[src/rtl/fetch_stage.sv]
// fetch_stage: MIPS IF stage plus IF/ID pipeline register.
// Owns the PC, runs one outstanding request/ack fetch to instruction memory,
// buffers a response that lands during a stall, and applies branch/jump
// redirects with an IF/ID flush.
//
// Optional build macro: FETCH_PERF_CNT_EN enables the stall/bubble counters.
// Without it, stall_cnt/bubble_cnt are tied to zero.
//
// Ports:
//   CLOCK, RESET_N          clock, async active-low reset
//   PCWrite, IF_IDWrite     hazard-unit stall controls (0 = hold)
//   redirect_valid/_pc      taken branch/jump target from downstream
//   imem_req/addr           fetch request to instruction memory
//   imem_ack/rdata          single-cycle response from instruction memory
//   instructionD/pcD/validD IF/ID register contents
//   stall_cnt, bubble_cnt   performance counters (zero unless enabled)
module fetch_stage #(
   parameter logic [31:0] RESET_PC  = 32'h0000_0000,
   parameter int unsigned PC_STEP   = 4,
   parameter logic [31:0] NOP_INSTR = 32'h0000_0000
) (
   input  logic        CLOCK,
   input  logic        RESET_N,
   input  logic        PCWrite,
   input  logic        IF_IDWrite,
   input  logic        redirect_valid,
   input  logic [31:0] redirect_pc,
   output logic        imem_req,
   output logic [31:0] imem_addr,
   input  logic        imem_ack,
   input  logic [31:0] imem_rdata,
   output logic [31:0] instructionD,
   output logic [31:0] pcD,
   output logic        validD,
   output logic [31:0] stall_cnt,
   output logic [31:0] bubble_cnt
);

   localparam int unsigned XLEN = 32;

   typedef enum logic [1:0] {
      S_IDLE  = 2'd0,
      S_FETCH = 2'd1,
      S_HOLD  = 2'd2,
      S_DRAIN = 2'd3
   } state_e;

   typedef struct packed {
      logic [XLEN-1:0] instr;
      logic [XLEN-1:0] pc;
      logic            valid;
   } ifid_t;

   typedef struct packed {
      logic [XLEN-1:0] instr;
      logic [XLEN-1:0] pc;
   } hold_t;

   state_e          state_q, state_d;
   logic [XLEN-1:0] pc_q, pc_d;
   logic [XLEN-1:0] redir_q, redir_d;
   ifid_t           ifid_q, ifid_d;
   hold_t           hold_q, hold_d;
   logic            req_q, req_d;

   logic            stall;
   logic            bub_wr;
   logic [XLEN-1:0] pc_inc;
   logic [XLEN-1:0] redir_tgt;
   ifid_t           bubble;

   // Mismatched PCWrite/IF_IDWrite are treated as a stall.
   assign stall     = ~PCWrite | ~IF_IDWrite;
   assign pc_inc    = pc_q + XLEN'(PC_STEP);
   assign redir_tgt = redirect_pc & ~32'h0000_0003;
   assign bubble    = '{instr: NOP_INSTR, pc: ifid_q.pc, valid: 1'b0};

   // Next-state and IF/ID update.
   always_comb begin
      state_d = state_q;
      pc_d    = pc_q;
      redir_d = redir_q;
      ifid_d  = ifid_q;
      hold_d  = hold_q;
      bub_wr  = 1'b0;

      if (redirect_valid) begin
         // Redirect wins over stall; flush IF/ID and drop any held response.
         ifid_d = bubble;
         bub_wr = 1'b1;
         case (state_q)
            S_FETCH, S_DRAIN: begin
               if (imem_ack) begin
                  pc_d    = redir_tgt;
                  state_d = S_FETCH;
               end else begin
                  // Request still in flight: let it complete before retargeting.
                  redir_d = redir_tgt;
                  state_d = S_DRAIN;
               end
            end
            default: begin
               pc_d    = redir_tgt;
               state_d = S_FETCH;
            end
         endcase
      end else begin
         case (state_q)
            S_IDLE: begin
               state_d = S_FETCH;
            end
            S_FETCH: begin
               if (imem_ack && !stall) begin
                  ifid_d = '{instr: imem_rdata, pc: pc_q, valid: 1'b1};
                  pc_d   = pc_inc;
               end else if (imem_ack) begin
                  hold_d  = '{instr: imem_rdata, pc: pc_q};
                  state_d = S_HOLD;
               end else if (!stall) begin
                  ifid_d = bubble;
                  bub_wr = 1'b1;
               end
            end
            S_HOLD: begin
               if (!stall) begin
                  ifid_d  = '{instr: hold_q.instr, pc: hold_q.pc, valid: 1'b1};
                  pc_d    = pc_inc;
                  state_d = S_FETCH;
               end
            end
            S_DRAIN: begin
               // The stale response is discarded; IF/ID keeps showing bubbles.
               if (imem_ack) begin
                  pc_d    = redir_q;
                  state_d = S_FETCH;
               end
               if (!stall) begin
                  ifid_d = bubble;
                  bub_wr = 1'b1;
               end
            end
            default: begin
               state_d = S_IDLE;
            end
         endcase
      end

      req_d = (state_d == S_FETCH) || (state_d == S_DRAIN);
   end

   // State and pipeline registers.
   always_ff @(posedge CLOCK or negedge RESET_N) begin
      if (!RESET_N) begin
         state_q <= S_IDLE;
         pc_q    <= RESET_PC;
         redir_q <= '0;
         ifid_q  <= '{instr: NOP_INSTR, pc: '0, valid: 1'b0};
         hold_q  <= '0;
         req_q   <= 1'b0;
      end else begin
         state_q <= state_d;
         pc_q    <= pc_d;
         redir_q <= redir_d;
         ifid_q  <= ifid_d;
         hold_q  <= hold_d;
         req_q   <= req_d;
      end
   end

   // The PC only moves once the request is acked, so it doubles as the
   // outstanding request address in both S_FETCH and S_DRAIN.
   assign imem_req     = req_q;
   assign imem_addr    = pc_q;
   assign instructionD = ifid_q.instr;
   assign pcD          = ifid_q.pc;
   assign validD       = ifid_q.valid;

`ifdef FETCH_PERF_CNT_EN
   logic [XLEN-1:0] stall_cnt_q, stall_cnt_d;
   logic [XLEN-1:0] bubble_cnt_q, bubble_cnt_d;

   // Saturating performance counters.
   always_comb begin
      stall_cnt_d  = stall_cnt_q;
      bubble_cnt_d = bubble_cnt_q;
      if (stall && (state_q != S_IDLE) && (stall_cnt_q != '1)) begin
         stall_cnt_d = stall_cnt_q + XLEN'(1);
      end
      if (bub_wr && (bubble_cnt_q != '1)) begin
         bubble_cnt_d = bubble_cnt_q + XLEN'(1);
      end
   end

   always_ff @(posedge CLOCK or negedge RESET_N) begin
      if (!RESET_N) begin
         stall_cnt_q  <= '0;
         bubble_cnt_q <= '0;
      end else begin
         stall_cnt_q  <= stall_cnt_d;
         bubble_cnt_q <= bubble_cnt_d;
      end
   end

   assign stall_cnt  = stall_cnt_q;
   assign bubble_cnt = bubble_cnt_q;
`else
   logic unused_bub_wr;
   assign unused_bub_wr = bub_wr;
   assign stall_cnt     = '0;
   assign bubble_cnt    = '0;
`endif

endmodule

[config.mk]
export PLATFORM = sky130hd
export DESIGN_NAME = fetch_stage
export DESIGN_NICKNAME = d
export VERILOG_FILES = /design/src/rtl/fetch_stage.sv
export SDC_FILE = /design/constraint.sdc
export NUM_CORES = 1
export LEC_CHECK = 0
export CAP_MARGIN = 20
export CORE_UTILIZATION = 45
export CTS_CLUSTER_SIZE = 16
export DETAILED_ROUTE_END_ITERATION = 10
export PLACE_DENSITY = 0.87
export SYNTH_ARGS = -nofsm -noshare
export SYNTH_HDL_FRONTEND = slang
export SYNTH_SLANG_ARGS = --single-unit
export TNS_END_PERCENT = 5
[constraint.sdc]
create_clock -name CLOCK -period 1.7 [get_ports CLOCK]
set_input_delay 0.51 -clock CLOCK [delete_from_list [all_inputs] [get_ports CLOCK]]
set_output_delay 0.51 -clock CLOCK [all_outputs]
set_load 0.01 [all_outputs]
; ---- Word level (Yosys, flattened, before mapping)
; Index checks and enable logic that the tools add are counted.
[totals]
mem_count = 0
rom_bits = 0
reg_bits = 194
latch_bits = 0
ramBits = 0
output_inout_bits = 162
[op_classes]
shifts = 0
reduce_logical = 12
addsub = 1
muxes = 21
order_cmp = 0
bitwise_logic = 6
n_div = 0
n_eq_ne = 12
mul = 0
[ops]
columns = operator, count
row1 = $mux 65, 5
row2 = $pmux 65 s3, 1
row3 = $mux 32, 6
row4 = $pmux 32 s3, 1
row5 = $add 32x3->32 const B, 1
row6 = $ne 3x3->1 const B, 5
row7 = $mux 2, 7
row8 = $pmux 2 s4, 1
row9 = $reduce_and 4->1, 2
row10 = $eq 2x2->1 const B, 3
row11 = $reduce_and 3->1, 2
row12 = $not 1->1, 5
row13 = $reduce_and 5->1, 1
row14 = $eq 2x1->1 const B, 2
row15 = $ne 4x4->1 const B, 1
row16 = $reduce_bool 4->1, 1
row17 = $reduce_bool 3->1, 1
row18 = $logic_not 2->1, 1
row19 = $ne 2x2->1 const B, 1
row20 = $reduce_or 2->1, 1
row21 = $logic_and 1x1->1, 1
row22 = $logic_not 1->1, 1
row23 = $logic_or 1x1->1, 1
row24 = $or 1x1->1, 1

; ---- Logic depth before layout (Yosys ltp)
; Gate-level depths: netlist of run 1.
[logic_depth]
ltp_word = 9
depth_mapped = 8
ltp_nobuf = 6

; ---- Worst setup path after synthesis of run 1
; Ideal clock, no wire load.
[synth_path]
kind = register to register
start = register pc_q[3], in the netlist imem_addr[3]
end = register pc_q[20], in the netlist imem_addr[20]
period_less_slack_ps = 1902
setup_slack_ps = -202
path_stages_with_launch = 8
n_path_buf = 1
t_arrival_ps = 1780
path_cell_list = dfrtp_1 -> ha_1 -> nand3_2 -> or3_1 -> clkbuf_2 -> o211ai_1 -> nand2_1 -> a32o_1
[synth_via]
elab_chain_len = 4
elab_cells_between_ends = 5
cone_classes = add/sub: 1 / mux: 4
[synth_lines]
columns = item, line_no
row1 = start: declaration, 60  ; logic [XLEN-1:0] pc_q, pc_d;
row2 = start signal: assignment, 162  ; pc_q <= pc_d;
row3 = $add 32x3->32 (*), 74  ; assign pc_inc = pc_q + XLEN'(PC_STEP);
row4 = "$mux 32, on equally long branches", "125, 113"
row5 = $pmux 32 s3 (*), 108  ; case (state_q)
row6 = $mux 32 (*), 87  ; if (redirect_valid) begin
; Every way passes the cells marked *; elsewhere a longest branch is shown, timed or not. The select of a mux whose other input is x is not followed.
; A chain may end at the register's enable or synchronous reset.

; ---- Worst setup path in the final report of run 1
[layout_path]
start = register state_q[1]
end = register pc_q[30], in the netlist imem_addr[30]
[layout_via]
elab_chain_len = 4
elab_cells_between_ends = 13
cone_classes = eq/ne: 7 / mux: 3 / reduce/logical: 3
[layout_lines]
columns = item, line_no
row1 = start: declaration, 59  ; state_e state_q, state_d;
row2 = start signal: assignment, 161  ; state_q <= state_d;
row3 = $eq 2x2->1 or $eq 2x1->1 (tied branches), "91, 108"
row4 = $reduce_or 2->1, 91  ; case (state_q)
row5 = $ne 3x3->1 (no line) or $mux 32 (tied branches), n/a
row6 = $reduce_and 5->1 (no line) or $mux 32 (tied branches), n/a
; Parallel ways exist; a longest one is shown, timed or not.

==> flow_metrics.env, run 1 <==
export IMPL_fp_dieW_um=146
export IMPL_maxSlewViolCount=0
export IMPL_grt_overflow_total=0
export IMPL_syn_inst=912
export IMPL_fin_crit_ns=1.78
export IMPL_via_count=8321
export IMPL_critical_path_max_stage_delay_ns=0.49
export IMPL_fin_ws_ns=-0.0833
export IMPL_synth_edf_count=0
export IMPL_cts_buffers=17
export IMPL_wire_per_inst_um=19.0
export IMPL_syn_avg_cell_area_um2=10.3
export IMPL_critical_path_max_fanout=8
export IMPL_start_kind="flip-flop"
export IMPL_routed_wl_mm=27.5
export IMPL_finalNetCount=1235
export IMPL_cts_root_buffer="clkbuf_16"
export IMPL_timing_rr_end="imem_addr[30]$_DFFE_PN0P_"
export IMPL_yosys_top_cells_area="dfrtp_1 (50%), mux2_2 (10%), buf_4 (5.4%)"
export IMPL_fin_hold_ws_ns=-0.000222
export IMPL_synth_area_leader_cell="dfrtp_1"
export IMPL_path_clk_slew_ns=0.07
export IMPL_area_growth_syn_to_layout_pct=36.7
export IMPL_final_cells=1448
export IMPL_ir_drop_mv=0.741
export IMPL_maxCapViolations=0
export IMPL_io_pins=232
export IMPL_crit_required_ns=2.08
export IMPL_yosysSeqAreaShare_pct=50.4
export IMPL_p_total_uw=15600
export IMPL_firstDrtPassIters=5
export IMPL_utilization_pct=63.0
export IMPL_insertion_delay_ns=0.44
export IMPL_rsz0062_at_grt="true"
export IMPL_die_area_um2=21500
export IMPL_cts_sinks=189
export IMPL_r2r_start="state_q[1]$_DFF_PN0_"
export IMPL_fillCellCount=1577
export IMPL_drt_iter0_markers=867
export IMPL_grt_pass1_wl_mm=42.8
export IMPL_cp_arrival_ns=2.16
export IMPL_hold_viol_final=1
export IMPL_crit_path_end_kind="flip-flop"
export IMPL_r2r_slack_ns=-0.08
export IMPL_cts_tree="done"
export IMPL_ff2ff_path_depth=4
export IMPL_final_setup_skew_ns=0.00727
export IMPL_via_per_inst=5.75
export IMPL_grt_pass1_vias=8156
export IMPL_path_delay_family="simple AND/OR/NAND/NOR gates"
export IMPL_gp_congestion=0.900
export IMPL_drive_above_1_share_pct=29.1
export IMPL_pre_cts_slack_ns=-0.599
export IMPL_path_class="reg -> reg"
export IMPL_status="complete, but fails checks"
export IMPL_netlist_area_leader_share_pct=50.4
export IMPL_crit_buf_inv=0
export IMPL_ys_dominant_reg_cell="dfrtp_1"
export IMPL_hpwl_mm=18.3
export IMPL_track_usage_pct=25.3
export IMPL_synth_cell_types=67
export IMPL_initial_core_util_pct=46.1
export IMPL_max_freq_mhz=561
export IMPL_setup_viol=26
export IMPL_synth_ff_latch_count=189
export IMPL_fin_tns_setup_ns=-1.05
export IMPL_core_um2=20400
export IMPL_p_leak_uw=0.00594
export IMPL_violations="negative hold slack, negative setup slack"
export IMPL_slowest_stage="dfrtp_2"
export IMPL_h_tree_depth=4
export IMPL_drc=0
export IMPL_hp_class="in -> async"
export IMPL_yosys_warnings=0
export IMPL_core_rowCount=52
export IMPL_cp_cell_sequence="nand3b_1 -> a211o_2 -> or4b_1 -> nand3_1"
export IMPL_dieHeight_um=146
export IMPL_place_inst=1389
export IMPL_synthArstFlopShare_pct=100
export IMPL_ant_nets=0
export IMPL_grt_max_degree=46
export IMPL_synth_area_um2=9390
export IMPL_antenna_found_initial=2
export IMPL_p_per_area_nw_per_um2=1210
export IMPL_finalCritPeriodShare_pct=105
export IMPL_cts_path_max_buffers=2
export IMPL_io_buffers=163
## per-layer routing
layer / up-vias / wire [um] / part of all wire [%] / GRT usage (%)
li1: 3685 / - / - / -
met1: 4112 / 11000 / 40 / 32.2
met2: 424 / 13600 / 49 / 41.4
met3: 100 / 1770 / 6.4 / 4.66
met4: 0 / 1180 / 4.3 / 13.0
met5: - / 0 / 0 / 0
## synth_stat cells (25+ instances only)
cell      number
dfrtp_1      189
nand2_1       94
mux2_2        86
o21ai_0       80
buf_4         67
a21oi_1       50
nor2_1        44
a22oi_1       38
clkbuf_1      38
o22ai_1       35
a22o_1        28
buf_2         25
## cell usage in the layout, fill, tap and decap left out, types with 8 or more instances in the layout
cell type | Yosys | layout
dfrtp_1 | 189 | 181
buf_4 | 67 | 101
nand2_1 | 94 | 93
mux2_2 | 86 | 83
dlygate4sd2_1 | 0 | 72
o21ai_0 | 80 | 68
conb_1 | 1 | 66
clkdlybuf4s50_1 | 0 | 62
a21oi_1 | 50 | 46
nor2_1 | 44 | 40
a22oi_1 | 38 | 38
o22ai_1 | 35 | 35
a22o_1 | 28 | 28
buf_6 | 2 | 24
buf_2 | 25 | 19
clkbuf_16 | 0 | 17
buf_12 | 0 | 17
nand3_1 | 16 | 14
o21ai_1 | 2 | 13
dfrtp_2 | 0 | 8
## worst register-to-register path, cell delays in order (launching register included)
cell,delay (ns)
dfrtp_2,0.49
nand3b_1,0.26
a211o_2,0.40
or4b_1,0.48
nand3_1,0.09
## through the flow
stage	instance area, um^2	hold WS (ns)
CTS	12600	0.00984
floorplan	9720	0.214
global placement	11900	0.463
detailed placement	11900	0.470
finish	12800	-0.000222
global route	12800	0.0155
## state kept, by name, indices dropped and copies added, names as in the netlist
| register | cells |
|---|---|
| pcD | 32 |
| hold_q | 62 |
| imem_addr | 30 |
| state_q | 2 |
| redir_q | 30 |
| validD | 1 |
| instructionD | 32 |
## how the worst max path moves through the flow
stage	start	to	cells past startpoint
final	state_q[1]$_DFF_PN0_	imem_addr[30]$_DFFE_PN0P_	4
after detailed placement	PCWrite	hold_q[63]$_DFFE_PN0P_	5
after global routing	imem_addr[8]$_DFFE_PN0P_	imem_addr[31]$_DFFE_PN0P_	6
after floorplan	imem_addr[10]$_DFFE_PN0P_	imem_addr[20]$_DFFE_PN0P_	7
after CTS	state_q[0]$_DFF_PN0_	imem_addr[12]$_DFFE_PN0P_	8
after global placement	PCWrite	hold_q[57]$_DFFE_PN0P_	5
## where the power goes
group          switching (uW)  internal (uW)  leakage (uW)  total (uW)
sequential                752           5760       0.00236        6510
combinational            2540           2520       0.00329        5050
clock                    1840           2190      0.000282        4030
## kinds of logic after synthesis
family | count (synthesis) | synth area share, %
compound gates | 277 | 18.9
simple gates | 208 | 10.7
flops | 189 | 50.4
buf+inv | 143 | 8.91
mux | 86 | 10.3
xor+xnor | 7 | 0.653
fa+ha+maj | 1 | 0.133
other cells | 1 | 0.0399
## cell type report
class | instances | area (um^2) | area share, %
sequential | 189 | 4740 | 36.9
multi-input combinational | 645 | 4340 | 33.8
timing repair buffer | 304 | 2810 | 21.9
clock buffer | 17 | 425 | 3.31
tap | 270 | 338 | 2.63
clock inverter | 15 | 159 | 1.24
inverter | 7 | 26.3 | 0.205
antenna | 1 | 2.50 | 0.0195
## what timing repair did
action / 4_1_cts / 5_1_grt
endpoints found under the setup margin: 240 / 179
pin swaps: 3 / 14
setup buffers: 18 / 8
resized for setup: 188 / 66
hold buffers: 0 / 0
Power figures use the tool's default switching activity.
==> run 2: changes to the inputs <==
--- a/config.mk
+++ b/config.mk
@@ -10,6 +10,7 @@
 export CTS_CLUSTER_SIZE = 16
 export DETAILED_ROUTE_END_ITERATION = 10
 export PLACE_DENSITY = 0.87
+export REMOVE_ABC_BUFFERS = 1
 export SYNTH_ARGS = -nofsm -noshare
 export SYNTH_HDL_FRONTEND = slang
 export SYNTH_SLANG_ARGS = --single-unit
==> flow_metrics.env, run 2 (synthesis results as in run 1) <==
export IMPL_fin_hold_ws_ns=0.475
export IMPL_p_leak_uw=0.00578
export IMPL_initial_core_util_pct=46.1
export IMPL_drive_above_1_share_pct=27.1
export IMPL_setup_viol=21
export IMPL_max_freq_mhz=553
export IMPL_grtUsageMet2_pct=42.0
export IMPL_grt_overflow_total=0
export IMPL_crit_path_end_kind="flip-flop"
export IMPL_grt_pass1_wl_mm=42.3
export IMPL_crit_required_ns=2.08
export IMPL_fin_crit_ns=1.81
export IMPL_via_count=8068
export IMPL_insertion_delay_ns=0.45
export IMPL_io_buffers=163
export IMPL_pre_cts_slack_ns=-0.640
export IMPL_maxSlewViolCount=0
export IMPL_regMostFlops="hold_q"
export IMPL_path_clk_slew_ns=0.08
export IMPL_grt_pass1_vias=7906
export IMPL_num_antenna_cells=0
export IMPL_final_cell_mix="dfrtp_1 (183), buf_4 (96), nand2_1 (91), mux2_2 (85), o21ai_0 (75)"
export IMPL_hold_viol_final=0
export IMPL_final_cells=1431
export IMPL_via_per_inst=5.64
export IMPL_drc=0
export IMPL_gr_max_usage_layer="met2"
export IMPL_finalNetCount=1219
export IMPL_track_usage_pct=25.2
export IMPL_finalCritPeriodShare_pct=106
export IMPL_largest_reg_flops=62
export IMPL_cts_sinks=189
export IMPL_h_tree_depth=4
export IMPL_core_rowCount=52
export IMPL_rsz0062_at_grt="true"
export IMPL_fp_dieW_um=146
export IMPL_hpwl_mm=18.5
export IMPL_dieHeight_um=146
export IMPL_place_inst=1381
export IMPL_violations="negative setup slack"
export IMPL_area_growth_syn_to_layout_pct=33.3
export IMPL_final_setup_skew_ns=0.0114
export IMPL_fin_ws_ns=-0.109
export IMPL_grt_util_met3_pct=4.44
export IMPL_cts_path_max_buffers=2
export IMPL_firstDrtPassIters=5
export IMPL_path_class="reg -> reg"
export IMPL_grt_max_degree=54
export IMPL_ir_drop_mv=0.884
export IMPL_maxCapViolations=0
export IMPL_critical_path_max_fanout=7
export IMPL_ant_nets=0
export IMPL_io_pins=232
export IMPL_p_per_area_nw_per_um2=1220
export IMPL_die_area_um2=21500
export IMPL_antenna_found_initial=0
export IMPL_cts_root_buffer="clkbuf_16"
export IMPL_routed_wl_mm=26.4
export IMPL_drt_iter0_markers=628
export IMPL_final_common_cell="dfrtp_1"
export IMPL_p_total_uw=15200
export IMPL_wire_per_inst_um=18.5
export IMPL_cts_tree="done"
export IMPL_gp_congestion=0.905
export IMPL_cts_buffers=17
export IMPL_core_um2=20400
export IMPL_status="complete, but fails checks"
export IMPL_met1_usage_pct=32.9
export IMPL_start_kind="flip-flop"
export IMPL_hp_class="reg -> reg"
export IMPL_cp_arrival_ns=2.19
[run 2: cell types whose count changed in the layout (fill, tap and decap cells not counted), moves of 3 or more]
| cell | change |
|---|---|
| a221oi_1 | +4 |
| a221oi_2 | -4 |
| buf_12 | -4 |
| buf_4 | -5 |
| buf_6 | -9 |
| clkdlybuf4s15_1 | +6 |
| clkinvlp_4 | -3 |
| nor3_1 | +3 |
| o21ai_0 | +7 |
| o21ai_1 | -7 |
[run 2: worst max-delay path: stages, from the launching register on]
cell,delay [ns]
dfrtp_2,0.46
nand3b_1,0.22
a211o_4,0.42
or4_1,0.54
nand3_1,0.11
[run 2: path summary, 6_finish.rpt]
check	start	endpoint	slack, ns	depth (start not counted)
max	state_q[1]$_DFF_PN0_	imem_addr[26]$_DFFE_PN0P_	-0.11	4
min	pcD[22]$_DFFE_PN0P_	pcD[22]$_DFFE_PN0P_	0.48	2
max reg2reg	state_q[1]$_DFF_PN0_	imem_addr[26]$_DFFE_PN0P_	-0.11	4
min reg2reg	pcD[22]$_DFFE_PN0P_	pcD[22]$_DFFE_PN0P_	0.48	2
max in group asynchronous	RESET_N	imem_addr[4]$_DFFE_PN0P_	0.51	3
min in group asynchronous	RESET_N	instructionD[20]$_DFFE_PN0P_	0.56	2
[run 2: final cells by class]
type | count | area, um^2
Tap cell | 270 | 338
Sequential cell | 189 | 4740
Clock buffer | 17 | 425
Multi-Input combinational cell | 645 | 4230
Inverter | 7 | 26.3
Clock inverter | 15 | 150
Timing Repair Buffer | 288 | 2610
Fill cell | 1609 | 7850
[run 2: metal layers]
metal / share of wire, % / wire [um]
met5: 0 / 0
met4: 1.5 / 399
met3: 8.1 / 2150
met2: 50 / 13200
met1: 40 / 10700
[run 2: timing repair]
action,4_1_cts,5_1_grt
pin swaps,5,8
resized for setup,177,43
setup endpoints to repair,240,85
buffers inserted,14,3
hold buffers,1,0
hold endpoints to repair,31,0
[run 2: metrics by stage]
stage / TNS [ns] / utilization (%) / cell area (um^2)
floorplan: -196.63 / - / 8820
global placement: -83.72 / 57.9 / 11800
detailed placement: -94.11 / 57.9 / 11800
CTS: -0.546 / 60.8 / 12400
global route: -3.37 / 61.5 / 12500
finish: -0.528 / 61.5 / 12500
[run 2: where the power goes]
| group | switching [uW] | internal (uW) |
|---|---|---|
| registers | 753 | 5750 |
| clock network | 1910 | 2080 |
| logic | 2390 | 2340 |
| total | 5060 | 10200 |
